### config.mk
export PLATFORM = sky130hd
export DESIGN_NAME = dio_spi_master
export DESIGN_NICKNAME = d
export VERILOG_FILES = /design/src/rtl/dio_spi_master.sv
export SDC_FILE = /design/constraint.sdc
export NUM_CORES = 1
export LEC_CHECK = 0
export ABC_AREA = 1
export CORE_ASPECT_RATIO = 0.7
export CORE_UTILIZATION = 63
export CTS_BUF_LIST = sky130_fd_sc_hd__clkbuf_4 sky130_fd_sc_hd__clkbuf_8
export CTS_CLUSTER_SIZE = 16
export DETAILED_ROUTE_END_ITERATION = 16
export PLACE_DENSITY = 0.86
export SLEW_MARGIN = 10
export SYNTH_ARGS = -nofsm -noshare
export SYNTH_HDL_FRONTEND = slang
export SYNTH_SLANG_ARGS = --single-unit
export TNS_END_PERCENT = 50
### constraint.sdc
create_clock -name clk_sys -period 4.25 [get_ports clk_sys]
set_input_delay 0.85 -clock clk_sys [delete_from_list [all_inputs] [get_ports clk_sys]]
set_output_delay 0.85 -clock clk_sys [all_outputs]
set_load 0.05 [all_outputs]
### src/rtl/dio_spi_master.sv
// rtl/dio_spi_master.sv - SPI master that streams a menu index and file bytes to a data_io receiver
// Frames are IDX, TXS, DAT (skipped for empty files) and TXE, each closed by an SS2-high gap.
module dio_spi_master #(
  parameter int CLK_DIV = 2,
  parameter int SS_GAP  = 4
) (
  input  logic        clk_sys,
  input  logic        reset,
  input  logic        start,
  input  logic [7:0]  index,
  input  logic [31:0] length,
  input  logic [7:0]  din,
  input  logic        din_valid,
  output logic        din_ready,
  output logic        busy,
  output logic        done,
  output logic [7:0]  status,
  output logic        SPI_SCK,
  output logic        SPI_SS2,
  output logic        SPI_DI,
  input  logic        SPI_DO
);

  typedef enum logic [2:0] {S_IDLE, S_FRAME, S_FETCH, S_TAIL, S_GAP, S_DONE} state_t;
  typedef enum logic [1:0] {F_IDX, F_TXS, F_DAT, F_TXE} frame_t;

  localparam logic [7:0] DIV_LAST = 8'(CLK_DIV - 1);
  localparam logic [7:0] GAP_LAST = 8'(SS_GAP - 1);
  localparam logic [7:0] CMD_IDX  = 8'h55;
  localparam logic [7:0] CMD_TX   = 8'h53;
  localparam logic [7:0] CMD_DAT  = 8'h54;

  state_t      state;
  frame_t      frame;
  logic [7:0]  cnt;
  logic [2:0]  bit_cnt;
  logic [7:0]  tx_sr;
  logic [6:0]  rx_sr;
  logic [7:0]  index_q;
  logic [31:0] remaining;
  logic        cmd_byte;

  logic [7:0]  arg_byte;
  logic [7:0]  next_cmd;
  frame_t      next_frame;
  logic        half_end;
  logic        need_byte;

  always_comb begin
    case (frame)
      F_IDX:   arg_byte = index_q;
      F_TXS:   arg_byte = 8'hFF;
      default: arg_byte = 8'h00;
    endcase
    // An empty file goes straight from TXS to TXE.
    if (frame == F_TXS && remaining == 32'd0)
      next_frame = F_TXE;
    else
      next_frame = frame_t'(frame + 2'd1);
    case (next_frame)
      F_IDX:   next_cmd = CMD_IDX;
      F_DAT:   next_cmd = CMD_DAT;
      default: next_cmd = CMD_TX;
    endcase
    half_end  = (cnt == DIV_LAST);
    need_byte = (frame == F_DAT) && (cmd_byte || remaining != 32'd0);
    // Bytes are taken only on a byte boundary, so a stall can never split a byte.
    din_ready = din_valid &&
                ((state == S_FETCH) ||
                 (state == S_FRAME && SPI_SCK && half_end && bit_cnt == 3'd7 && need_byte));
  end

  always_ff @(posedge clk_sys or posedge reset) begin
    if (reset) begin
      state     <= S_IDLE;
      frame     <= F_IDX;
      cnt       <= 8'd0;
      bit_cnt   <= 3'd0;
      tx_sr     <= 8'd0;
      rx_sr     <= 7'd0;
      index_q   <= 8'd0;
      remaining <= 32'd0;
      cmd_byte  <= 1'b0;
      status    <= 8'h00;
      busy      <= 1'b0;
      done      <= 1'b0;
      SPI_SCK   <= 1'b0;
      SPI_SS2   <= 1'b1;
      SPI_DI    <= 1'b0;
    end else begin
      case (state)
        S_IDLE: begin
          if (start) begin
            index_q   <= index;
            remaining <= length;
            frame     <= F_IDX;
            busy      <= 1'b1;
            SPI_SS2   <= 1'b0;
            SPI_DI    <= CMD_IDX[7];
            tx_sr     <= {CMD_IDX[6:0], 1'b0};
            bit_cnt   <= 3'd0;
            cnt       <= 8'd0;
            cmd_byte  <= 1'b1;
            state     <= S_FRAME;
          end
        end

        S_FRAME: begin
          if (!half_end) begin
            cnt <= cnt + 8'd1;
          end else begin
            cnt <= 8'd0;
            if (!SPI_SCK) begin
              SPI_SCK <= 1'b1;
              if (cmd_byte) begin
                rx_sr <= {rx_sr[5:0], SPI_DO};
                if (bit_cnt == 3'd7)
                  status <= {rx_sr, SPI_DO};
              end
            end else begin
              SPI_SCK <= 1'b0;
              bit_cnt <= bit_cnt + 3'd1;
              if (bit_cnt != 3'd7) begin
                SPI_DI <= tx_sr[7];
                tx_sr  <= {tx_sr[6:0], 1'b0};
              end else begin
                cmd_byte <= 1'b0;
                if (need_byte) begin
                  if (din_valid) begin
                    SPI_DI    <= din[7];
                    tx_sr     <= {din[6:0], 1'b0};
                    remaining <= remaining - 32'd1;
                  end else begin
                    state <= S_FETCH;
                  end
                end else if (frame != F_DAT && cmd_byte) begin
                  SPI_DI <= arg_byte[7];
                  tx_sr  <= {arg_byte[6:0], 1'b0};
                end else begin
                  state <= S_TAIL;
                end
              end
            end
          end
        end

        S_FETCH: begin
          // SCK is already low and SS2 stays low while the source catches up.
          if (din_valid) begin
            SPI_DI    <= din[7];
            tx_sr     <= {din[6:0], 1'b0};
            remaining <= remaining - 32'd1;
            cnt       <= 8'd0;
            state     <= S_FRAME;
          end
        end

        S_TAIL: begin
          if (half_end) begin
            cnt     <= 8'd0;
            SPI_SS2 <= 1'b1;
            state   <= S_GAP;
          end else begin
            cnt <= cnt + 8'd1;
          end
        end

        S_GAP: begin
          if (cnt == GAP_LAST) begin
            cnt <= 8'd0;
            if (frame == F_TXE) begin
              done  <= 1'b1;
              busy  <= 1'b0;
              state <= S_DONE;
            end else begin
              frame    <= next_frame;
              SPI_SS2  <= 1'b0;
              SPI_DI   <= next_cmd[7];
              tx_sr    <= {next_cmd[6:0], 1'b0};
              bit_cnt  <= 3'd0;
              cmd_byte <= 1'b1;
              state    <= S_FRAME;
            end
          end else begin
            cnt <= cnt + 8'd1;
          end
        end

        S_DONE: begin
          done  <= 1'b0;
          state <= S_IDLE;
        end

        default: state <= S_IDLE;
      endcase
    end
  end

endmodule

==> impl_metrics.py, run 1 <==
metrics = {
    "yosys": {
        "synth.cell_area_um2": 5410,
        "synth_ff_type": "dfrtp_1",
        "synth-edff-count": 0,
        "netlist_instances": 765,
        "synthArstFlopShare_pct": 100,
        "syn-num-nets": 827,
        "yosysWarnings": 0,
        "ys_seq_elements": 85,
        "synth_area_per_cell_um2": 7.08,
        "ys_seq_area_share_pct": 39.3,
        "synth_cell_types": 48,
    },
    "clock_tree": {
        "cts_made_buffers": 9,
        "clk_latency_ns": 0.36,
        "clock-root-buffer": "clkbuf_8",
        "cts_resized": 0,
        "htree_levels": 3,
        "cts_tree": "yes",
        "cts_hold_buf": 0,
        "post-cts-setup-buffers": 0,
        "path_clk_slew_ns": 0.08,
        "clockBufferDepth": 2,
        "cts.sinks": 85,
    },
    "sta": {
        "finalSetupTns_ns": 0,
        "worst_slew_pin_slew_ns": 0.982,
        "finalSetupViolations": 0,
        "fin_crit_sh_pct": 91.6,
        "hold_violations": 0,
        "rsz0062_at_grt": "no",
        "period_needed_ns": 3.89,
        "maxSlewViolCount": 0,
        "clock.fmax_ghz": 0.257,
        "finalClockSkew_ns": 0.00739,
        "slew_headroom_pct": 34.4,
    },
    "layout": {
        "nFillCells": 617,
        "final_cell_mix": "257 x nand2_1, 84 x dfrtp_1, 71 x nor2_1",
        "drive_above_1_share_pct": 12.3,
        "nets": 888,
        "area_delta_synth_final_pct": 16.5,
        "antenna_cells": 0,
        "final_common_cell": "nand2_1",
    },
    "setup_path": {
        "cp_data_arrival_time_ns": 3.04,
        "cp_common_cell": "nand2_1",
        "slowest_delay_ns": 0.70,
        "worstPathRequired_ns": 3.40,
        "crit_slowest_cell": "clkdlybuf4s50_1",
        "criticalPathCategory": "flop to output port",
        "critPathTopFamily": "simple AND/OR/NAND/NOR gates",
        "crit_fanout": 10,
        "critPathBufInv": 2,
        "path_cells": "inv_1 > ha_1 > nand2_1 > nor2_2 > nand2_2 > nor2_4 > nand3_4 > nand3_1 > nand2_1 > and3_1 > clkdlybuf4s50_1",
        "cp-end-kind": "output port",
        "cp-start-kind": "flop",
    },
    "place": {
        "portBuffers": 66,
        "gp_congestion": 0.966,
        "dpl.hpwl_um": 9970,
    },
    "run": {
        "max-cap-violations": 0,
    },
    "power": {
        "leakagePower_nw": 3.04,
        "totalPowerFinal_mw": 4.31,
        "ir_worst_vdd_mv": 0.521,
        "powerDensity_nw_per_um2": 684,
    },
    "die": {
        "core_um2": 8110,
        "fp.dieW_um": 113,
        "io_pins": 67,
        "dieHeight_um": 79.6,
        "rows": 27,
        "dieArea_um2": 8970,
        "initial_core_util_pct": 66.8,
    },
    "global_route": {
        "grt_pass1_wl_um": 22600,
        "grt_max_degree": 49,
        "overflow": 0,
        "antenna_found_initial": 0,
        "grt_pass1_vias": 4884,
        "grt_usage_pct": 32.2,
    },
    "detailed_routing": {
        "ant_nets": 0,
        "vias_per_cell": 5.65,
        "route.detailed.drc": 0,
        "wirelength_um": 13500,
        "drt_iter0_drc": 554,
        "drt_pass1_iterations": 6,
        "vias": 5251,
        "wl_per_cell_um": 14.5,
    },
    "min_path": {
        "min_path_type": "flop to flop",
    },
    "status": {
        "status": "finished clean",
    },
}
-- where the power goes --
group	internal (mW)	switching (mW)
combinational	0.772	1.62
clock	0.280	0.286
sequential	1.10	0.245
-- Yosys cell counts, types with 9 or more instances --
library cell,instances,area share (%)
inv_1,71,4.9
ha_1,9,2.1
nand2_2,15,1.7
nand3_1,45,4.2
o21ai_0,40,3.7
dfrtp_1,84,39
a21oi_1,20,1.8
o21ai_2,10,1.6
inv_2,21,1.5
nand2_1,257,18
mux2_2,10,2.1
o21ai_1,16,1.5
clkbuf_1,10,0.69
nor2_1,71,4.9
-- area by class of cell --
class | instances | area, um2 | share of cell area, %
clock buffers | 10 | 138 | 2.18
clock inverters | 4 | 50.0 | 0.794
inverters | 94 | 358 | 5.68
multi-input cells | 567 | 2820 | 44.8
flip-flops and latches | 85 | 2130 | 33.8
well taps | 101 | 126 | 2.00
repair buffers | 69 | 683 | 10.8
-- flip-flops by register name, indices dropped and copies added (netlist names), 2 cells and up --
name	count
frame	2
state	3
remaining	32
tx_sr	8
rx_sr	7
bit_cnt	3
cnt	8
status	8
index_q	8
-- worst register-to-register path, cell delays in order (launching register included) --
cell and delay, ns:
dfrtp_1 0.46, nor2_1 0.18, nand2_1 0.20, nand2_4 0.36
a21oi_2 0.12, nor3_4 0.23, nand2_4 0.19, inv_2 0.77
nand2_1 0.15, o21ai_1 0.13
-- final timing paths --
check | from | end | slack [ns] | cells past startpoint
max | remaining[0] | din_ready | 0.36 | 11
min | tx_sr[2] | tx_sr[2] | 0.49 | 2
max reg2reg | state[0] | remaining[0] | 1.37 | 9
min reg2reg | tx_sr[2] | tx_sr[2] | 0.49 | 2
max in group asynchronous | reset | SPI_SS2 | 2.57 | 3
min in group asynchronous | reset | tx_sr[5] | 0.85 | 2
-- per-layer routing --
metal  part of all wire, %  vias to the layer above  GRT usage (%)
met3                   8.9                       22           7.29
met1                    47                     2428           46.0
met2                    43                      263           49.8
li1                      -                     2538              -
met5                     0                        -              0
met4                   1.2                        0           8.13
-- metrics by stage --
stage	setup WS (ns)	hold WS (ns)	utilization (%)	cells	instance area [um2]
2_1_floorplan	1.21	0.449	-	765	5410
3_3_place_gp	0.883	0.466	75.4	916	6120
3_5_place_dp	0.817	0.469	75.4	916	6120
4_1_cts	0.397	0.490	77.8	930	6300
5_1_grt	0.195	0.503	77.8	930	6300
6_report	0.359	0.487	77.8	930	6300
-- cells by family (layout without fill, tap and decap cells) --
kind of cell	count (synthesis)	in the layout	share of synthesized area [%]
fa+ha+maj	9	9	2.08
simple gates	431	431	34.9
xor+xnor	9	9	1.46
compound gates	107	107	11.4
buf+inv	113	177	8.57
mux	11	11	2.26
flops	85	85	39.3
Power figures use the tool's default switching activity.
==> run 2, diff against run 1 <==
--- a/config.mk
+++ b/config.mk
@@ -7,11 +7,13 @@
 export LEC_CHECK = 0
 export ABC_AREA = 1
 export CORE_ASPECT_RATIO = 0.7
+export CORE_MARGIN = 1
 export CORE_UTILIZATION = 63
 export CTS_BUF_LIST = sky130_fd_sc_hd__clkbuf_4 sky130_fd_sc_hd__clkbuf_8
 export CTS_CLUSTER_SIZE = 16
 export DETAILED_ROUTE_END_ITERATION = 16
-export PLACE_DENSITY = 0.86
+export PLACE_DENSITY_LB_ADDON = 0.25
+export SETUP_SLACK_MARGIN = 0.1
 export SLEW_MARGIN = 10
 export SYNTH_ARGS = -nofsm -noshare
 export SYNTH_HDL_FRONTEND = slang
==> run 2 against run 1 <==
Critical path depth did not move. Largest power group unchanged. Clock power down 8.1%. Sequential power about the same. Cell area decreased by 0.30%. Via count shrank 1.3%. Count of clock-buffer cells in the layout grew 2.
==> impl_metrics.py, run 2 (same netlist as run 1, synthesis figures left out) <==
metrics = {
    "power": {
        "leakagePower_nw": 3.04,
        "ir_worst_vdd_mv": 0.508,
        "powerDensity_nw_per_um2": 677,
    },
    "global_route": {
        "grtUsageMet1_pct": 46.3,
        "grt_pass1_vias": 4801,
        "antenna_found_initial": 0,
        "overflow": 0,
        "grt_use_met2_pct": 48.0,
        "grt_usage_pct": 31.6,
        "grt_max_degree": 51,
        "grt_pass1_wl_um": 22200,
        "grtUsageMet3_pct": 5.69,
        "busiest_layer": "met2",
    },
    "layout": {
        "fin_util_pct": 77.5,
        "final_cells": 930,
        "drive_above_1_share_pct": 12.3,
        "area_delta_synth_final_pct": 16.1,
        "fin_area_um2": 6290,
        "final_common_cell": "nand2_1",
        "max_flop_register": "remaining",
        "final_cell_mix": "257 x nand2_1, 84 x dfrtp_1, 71 x nor2_1",
        "antenna_cells": 0,
        "nets": 888,
        "multiInputGateArea_um2": 2820,
        "largest_reg_flops": 32,
        "nFillCells": 615,
        "regArea_um2": 2130,
    },
    "min_path": {
        "worstHoldEndpoint": "rx_sr[3]",
        "hold_depth": 2,
        "min_from": "rx_sr[2]",
        "min_path_type": "flop to flop",
    },
    "sta": {
        "finalClockSkew_ns": 0.00728,
        "fin_crit_sh_pct": 90.3,
        "maxSlewViolCount": 0,
        "period_needed_ns": 3.84,
        "rsz0062_at_grt": "no",
        "finalSetupViolations": 0,
        "worst_slew_pin_slew_ns": 1.03,
        "fin_ws_ns": 0.410,
        "finalSetupTns_ns": 0,
        "slew_headroom_pct": 31.4,
        "clock.fmax_ghz": 0.260,
        "hold_violations": 0,
    },
    "detailed_routing": {
        "drt_iter0_drc": 473,
        "route.detailed.drc": 0,
        "ant_nets": 0,
        "vias": 5182,
        "drt_pass1_iterations": 6,
        "vias_per_cell": 5.57,
        "wirelength_um": 13400,
        "wl_per_cell_um": 14.4,
    },
    "setup_path": {
        "setup.worst_path.start": "remaining[0]",
        "worstPathRequired_ns": 3.40,
        "crit_slowest_cell": "clkdlybuf4s50_1",
        "cp_data_arrival_time_ns": 2.99,
        "slowest_delay_ns": 0.70,
        "r2r-end": "remaining[1]",
        "crit_fanout": 10,
        "r2r_slack_ns": 1.36,
        "cp-start-kind": "flop",
        "cp_common_cell": "nand2_1",
        "r2r-start": "state[0]",
        "cp-end-kind": "output port",
        "path_cells": "inv_1 > ha_1 > nand2_1 > nor2_2 > nand2_2 > nor2_4 > nand3_4 > nand3_1 > nand2_1 > and3_1 > clkdlybuf4s50_1",
        "criticalPathCategory": "flop to output port",
        "rr_worst_depth": 9,
    },
    "place": {
        "dpl.hpwl_um": 9900,
        "portBuffers": 66,
        "gp_congestion": 0.974,
        "placed_area_um2": 6120,
        "place_ws_ns": 0.816,
        "post-place-cells": 916,
    },
    "clock_tree": {
        "cts.sinks": 85,
        "path_clk_slew_ns": 0.08,
        "cts_tree": "yes",
        "post-cts-setup-buffers": 0,
        "clock-root-buffer": "clkbuf_8",
        "cts_hold_buf": 0,
        "cts_resized": 0,
        "clk_latency_ns": 0.36,
        "cts_made_buffers": 9,
        "htree_levels": 3,
        "clockBufferDepth": 2,
    },
    "die": {
        "rows": 27,
        "dieArea_um2": 8970,
        "initial_core_util_pct": 66.8,
        "fp.dieW_um": 113,
        "io_pins": 67,
        "dieHeight_um": 79.6,
        "core_um2": 8110,
    },
    "status": {
        "status": "finished clean",
    },
    "run": {
        "max-cap-violations": 0,
    },
}
run 2: how the worst max path moves through the flow:
stage / end / slack, ns / depth (start not counted)
after CTS: din_ready / 0.42 / 11
final: din_ready / 0.41 / 11
after detailed placement: din_ready / 0.82 / 11
after global placement: din_ready / 0.89 / 11
after global routing: din_ready / 0.21 / 11
after floorplan: SPI_DI / 1.21 / 1
run 2: routing by layer:
metal	routed length [um]	part of all wire, %
met1	6230	47
met3	1180	8.8
met4	158	1.2
met5	0	0
met2	5790	43
run 2: critical path, delay by kind of cell, from the launching register on:
kind	cells	cell delay (ns)
AND/OR/NAND/NOR	8	1.22
buffers and inverters	2	0.78
flip-flops	1	0.40
adder cells (fa/ha/maj)	1	0.22
run 2: layout make-up:
type / instances / share of cell area, %
clock buffers: 12 / 2.53
inverters: 94 / 5.69
clock inverters: 2 / 0.159
well taps: 101 / 2.01
multi-input cells: 567 / 44.9
repair buffers: 69 / 10.9
flip-flops and latches: 85 / 33.9
run 2: through the flow:
| step | hold WS [ns] | power (mW) |
|---|---|---|
| 3_5_place_dp | 0.472 | 3.69 |
| 6_report | 0.488 | 4.25 |
| 2_1_floorplan | 0.449 | 3.19 |
| 5_1_grt | 0.519 | 4.62 |
| 4_1_cts | 0.491 | 4.22 |
| 3_3_place_gp | 0.465 | 3.59 |
run 2: power by group:
group          internal (mW)  total [mW]  switching, mW
Clock                  0.243       0.520          0.277
Sequential              1.10        1.34          0.241
Combinational          0.774        2.39           1.62
Total                   2.12        4.25           2.14
